`config.mk`:
```
export PLATFORM = sky130hd
export DESIGN_NAME = serial_subtractor
export DESIGN_NICKNAME = d
export VERILOG_FILES = /design/src/rtl/arith_pkg.sv /design/src/rtl/full_subtractor.sv /design/src/rtl/serial_subtractor.sv
export SDC_FILE = /design/constraint.sdc
export NUM_CORES = 1
export LEC_CHECK = 0
export CAP_MARGIN = 15
export CORE_MARGIN = 4
export CORE_UTILIZATION = 48
export CTS_CLUSTER_DIAMETER = 30
export CTS_CLUSTER_SIZE = 40
export DETAILED_ROUTE_END_ITERATION = 16
export GPL_ROUTABILITY_DRIVEN = 1
export HOLD_SLACK_MARGIN = 0.08
export PLACE_DENSITY_LB_ADDON = 0.3
export SLEW_MARGIN = 20
export SYNTH_ARGS = -nofsm -noshare
export SYNTH_HDL_FRONTEND = slang
export SYNTH_SLANG_ARGS = --single-unit
```
`constraint.sdc`:
```
create_clock -name clk -period 1.5 [get_ports clk]
set_clock_uncertainty 0.15 [all_clocks]
set_input_delay 0.3 -clock clk [delete_from_list [all_inputs] [get_ports clk]]
set_output_delay 0.3 -clock clk [all_outputs]
set_load 0.02 [all_outputs]
```
`src/rtl/arith_pkg.sv`:
```
// Shared arithmetic-datapath constants: serial FSM state encoding and default operand width.
package arith_pkg;

  localparam int DEFAULT_WIDTH = 4;

  localparam logic [1:0] ST_IDLE  = 2'd0;
  localparam logic [1:0] ST_SHIFT = 2'd1;
  localparam logic [1:0] ST_DONE  = 2'd2;

endpackage

```
`src/rtl/full_subtractor.sv`:
```
// 1-bit full-subtractor cell built from gate primitives; purely combinational.
module full_subtractor (
  output logic bout,
  output logic diff,
  input  logic a,
  input  logic b,
  input  logic bin
);

  wire a_x_b;
  wire not_a;
  wire not_axb;
  wire gen_brw;
  wire prop_brw;

  xor g_x1 (a_x_b, a, b);
  xor g_x2 (diff, a_x_b, bin);
  not g_n1 (not_a, a);
  and g_a1 (gen_brw, not_a, b);
  not g_n2 (not_axb, a_x_b);
  and g_a2 (prop_brw, not_axb, bin);
  or  g_o1 (bout, gen_brw, prop_brw);

endmodule

```
`src/rtl/serial_subtractor.sv`:
```
// Bit-serial a-b-bin, result with a done pulse WIDTH+1 cycles after start; start ignored while busy.
// SERIAL_SUBTRACTOR_OVF_EN adds a registered signed-overflow output 'ovf'.
module serial_subtractor
  import arith_pkg::*;
#(
  parameter int WIDTH = DEFAULT_WIDTH
) (
  input  logic             clk,
  input  logic             reset,
  input  logic             start,
  input  logic [WIDTH-1:0] a,
  input  logic [WIDTH-1:0] b,
  input  logic             bin,
  output logic             busy,
  output logic             done,
  output logic [WIDTH-1:0] diff,
  output logic             bout
`ifdef SERIAL_SUBTRACTOR_OVF_EN
  ,
  output logic             ovf
`endif
);

  localparam int CW = $clog2(WIDTH);
  localparam logic [CW-1:0] LAST = CW'(WIDTH - 1);

  logic [1:0]       state;
  logic [CW-1:0]    cnt;
  logic [WIDTH-1:0] a_sh;
  logic [WIDTH-1:0] b_sh;
  logic [WIDTH-1:0] d_sh;
  logic             brw;
  logic             d_bit;
  logic             brw_nxt;
  logic             accept;

  full_subtractor u_cell (
    .bout (brw_nxt),
    .diff (d_bit),
    .a    (a_sh[0]),
    .b    (b_sh[0]),
    .bin  (brw)
  );

  // The DONE cycle doubles as an accept slot so back-to-back ops need no idle gap.
  assign accept = start && ((state == ST_IDLE) || (state == ST_DONE));

`ifdef SERIAL_SUBTRACTOR_OVF_EN
  logic a_msb;
  logic b_msb;

  always_ff @(posedge clk) begin
    if (reset) begin
      a_msb <= 1'b0;
      b_msb <= 1'b0;
      ovf   <= 1'b0;
    end else if (state != ST_SHIFT) begin
      if (accept) begin
        a_msb <= a[WIDTH-1];
        b_msb <= b[WIDTH-1];
      end
    end else if (cnt == LAST) begin
      ovf <= (a_msb != b_msb) && (d_bit != a_msb);
    end
  end
`endif

  always_ff @(posedge clk) begin
    if (reset) begin
      state <= ST_IDLE;
      cnt   <= '0;
      a_sh  <= '0;
      b_sh  <= '0;
      d_sh  <= '0;
      brw   <= 1'b0;
      busy  <= 1'b0;
      done  <= 1'b0;
      diff  <= '0;
      bout  <= 1'b0;
    end else begin
      done <= 1'b0;
      case (state)
        ST_SHIFT: begin
          a_sh <= a_sh >> 1;
          b_sh <= b_sh >> 1;
          d_sh <= {d_bit, d_sh[WIDTH-1:1]};
          brw  <= brw_nxt;
          cnt  <= cnt + 1'b1;
          if (cnt == LAST) begin
            state <= ST_DONE;
            busy  <= 1'b0;
            done  <= 1'b1;
            diff  <= {d_bit, d_sh[WIDTH-1:1]};
            bout  <= brw_nxt;
          end
        end
        default: begin
          if (accept) begin
            state <= ST_SHIFT;
            busy  <= 1'b1;
            cnt   <= '0;
            a_sh  <= a;
            b_sh  <= b;
            brw   <= bin;
          end else begin
            state <= ST_IDLE;
          end
        end
      endcase
    end
  end

endmodule

```
==> results.md <==
* Type of origin of the critical path: flop
* Yosys top cell area share at 0.501
* Register area share after synthesis at 0.501
* H-tree levels at 1
* Hold Path Class: flop to flop
* Fill cells at 173
* Initial antenna violation count at 0
* DRT iter0 DRCs at 14
* Post-route ant nets at 0
* TritonCTS Sinks at 23
* HP Start: d_sh[1]
* Rel. slew slack at 0.736
* DRC violations left at 0
* Hold depth at 2
* DR pass1 iterations at 4
* Detail Placement HPWL at 1230 um
* Ant. Diodes at 0
* Initial Util at 0.521
* Slowest-stage cell, CP: dfxtp_1
* Pin count of the biggest net entering global routing at 24
* IO Pins at 19
* Area leader, netlist: dfxtp_1
* Clock-pin slew on the worst setup and hold paths at 0.11 ns
* Max-Cap Viols at 0
* CTS tree: yes
* Area Overhead vs Synth at 24.0%
* Setup violators final at 0
* Area of the multi-input gates at 398 um2
* Die height at 51.7 um
* Drt via density at 5.07
* CP max FO at 2
* Syn. warnings at 0
* Via count at 705
* Unique masters post-synth at 22
* WP data required at 1.05 ns
* GP Congestion at 0.708
* Gr ovfl total at 0
* Clk_lat worst skew at 0.29 ns
* Total Routing Usage GR at 0.138
* Beginning of the worst register-to-register path: b_sh[0]
* Root buf cell: clkbuf_4
* Crit-path leading delay family: flip-flops
* Cells along the critical path: dlygate4sd2_1
* Non-filler cells, final at 139
* Crit. End Element: primary output
* Core Footprint at 1760 um2
* Mapped cell area at 918 um2
* DIE WIDTH at 51.7 um
* Final-stage net count at 129
* Synth Area per Inst at 9.67 um2
* Period minus WS final at 1.43 ns
* RSZ-0062 raised after global routing: no
* Crit-path max cell delay at 0.35 ns
* Seq. cell area at 462 um2
* Number of global-route vias before repair at 657
* Post-synth net total at 109
* Hold buffers post-CTS at 0
* Drt total wl at 1700 um
* Post-CTS Setup Bufs at 0
* Cell Pwr Density at 938 nW/um2
* Critical path arrival at 0.98 ns
* Period utilization at 0.951
* Die ar. at 2680 um2
* Max-slew violations at 0
* Post-layout power at 1.07 mW
* Util after Layout at 0.645
* Critical path class: flop to primary output
* Stages on worst setup path at 1
* Share of post-route cells with drive strength above 1 at 0.0965
* WL per Instance at 12.2 um
* Top cells by area, synth: dfxtp_1 (50%), a21oi_1 (6.5%), mux2i_1 (6.5%)
* R2R depth at 4
* Synth Instances at 95
* Worst Tran Pin Value at 0.396 ns
* Placed insts at 135
* DP Area at 1120 um2
* Port bufs at 18
* First-pass GRT wire length at 2860 um
* Fmax at 701 MHz
* Status: finished clean
* Final Hold Vio Count at 0
* Total CTS buffers at 3
* Peak VDD IR at 0.566 mV
* WP buf/inv at 1
* Worst setup path startpoint: busy
* Finished Cell Area at 1140 um2
* Flops & latches, synth at 23
* Static leakage at 0.444 nW
* Row count at 15
* Clk buf depth at 2
[stage by stage]
stage / setup TNS (ns) / hold slack, ns / setup slack [ns]
2_1_floorplan: 0 / 0.222 / 0.218
3_3_place_gp: -0.183 / 0.294 / -0.0908
3_5_place_dp: -0.374 / 0.313 / -0.104
4_1_cts: 0 / 0.331 / 0.0508
5_1_grt: 0 / 0.352 / 0.0147
6_report: 0 / 0.325 / 0.0730
[state kept, by name, indices dropped and copies added (netlist names), 2 cells and up]
register / cells
a_sh: 4
diff: 4
cnt: 2
state: 2
d_sh: 3
b_sh: 4
[repair_timing]
action                     CTS  global route
hold endpoints to repair     0             0
gates resized for setup      7             1
setup endpoints to repair    7             1
[final timing paths]
kind         endpoint  slack, ns
max              busy       0.07
max reg2reg   diff[3]       0.11
min           d_sh[1]       0.32
min reg2reg   d_sh[1]       0.32
[cells by family (layout without fill, tap and decap cells)]
| group | Yosys count | count (layout) | synth area share |
|---|---|---|---|
| mux | 6 | 6 | 0.0654 |
| simple gates | 34 | 34 | 0.187 |
| compound gates | 21 | 21 | 0.146 |
| flops | 23 | 23 | 0.501 |
| buf+inv | 9 | 28 | 0.0654 |
| fa+ha+maj | 2 | 2 | 0.0354 |
[synth_stat cells (all sizes together)]
library cell   n
nand2          7
fa             1
nor2b          3
mux2i          6
a21oi         12
dfxtp         23
and3b          1
ha             1
and2b          1
a211oi         1
nand2b         3
a2bb2oi        1
nor3           3
nor2           7
buf            5
o21a           1
a22oi          6
clkbuf         2
nand3          9
inv            2
[per-layer routing]
| layer | part of all wire | track usage | vias to the layer above | routed length [um] |
|---|---|---|---|---|
| met2 | 0.48 | 0.244 | 20 | 817 |
| met3 | 0.066 | 0.0315 | 2 | 113 |
| met1 | 0.44 | 0.172 | 318 | 756 |
| met4 | 0.0071 | 0.0262 | 0 | 12 |
| met5 | 0 | 0 | - | 0 |
| li1 | - | - | 365 | - |
[power breakdown]
part / total [mW] / internal (mW) / switching (mW)
Sequential: 0.655 / 0.638 / 0.0164
Combinational: 0.155 / 0.0785 / 0.0768
Clock: 0.259 / 0.103 / 0.155
Total: 1.07 / 0.820 / 0.249
[cell usage in the layout (no fill, tap or decap)]
cell              n
ha_1              1
nand3_1           9
clkbuf_4          3
nor2_2            1
nand2b_1          3
clkbuf_1          1
a211oi_2          1
a22oi_1           6
nor3_1            3
a21oi_1          12
buf_4             3
buf_12            1
inv_1             2
a2bb2oi_1         1
nor2b_1           3
clkdlybuf4s50_1  11
mux2i_1           6
nor2_1            6
o21a_1            1
dlygate4sd2_1     7
dfxtp_1          22
and2b_4           1
fa_1              1
nand2_1           7
dfxtp_2           1
and3b_1           1
[layout make-up]
type / instances / area share
sequential: 23 / 0.405
clock buffer: 4 / 0.0231
tap: 25 / 0.0275
timing repair buffer: 22 / 0.188
multi-input combinational: 63 / 0.349
inverter: 2 / 0.00659
Power figures use the tool's default switching activity.
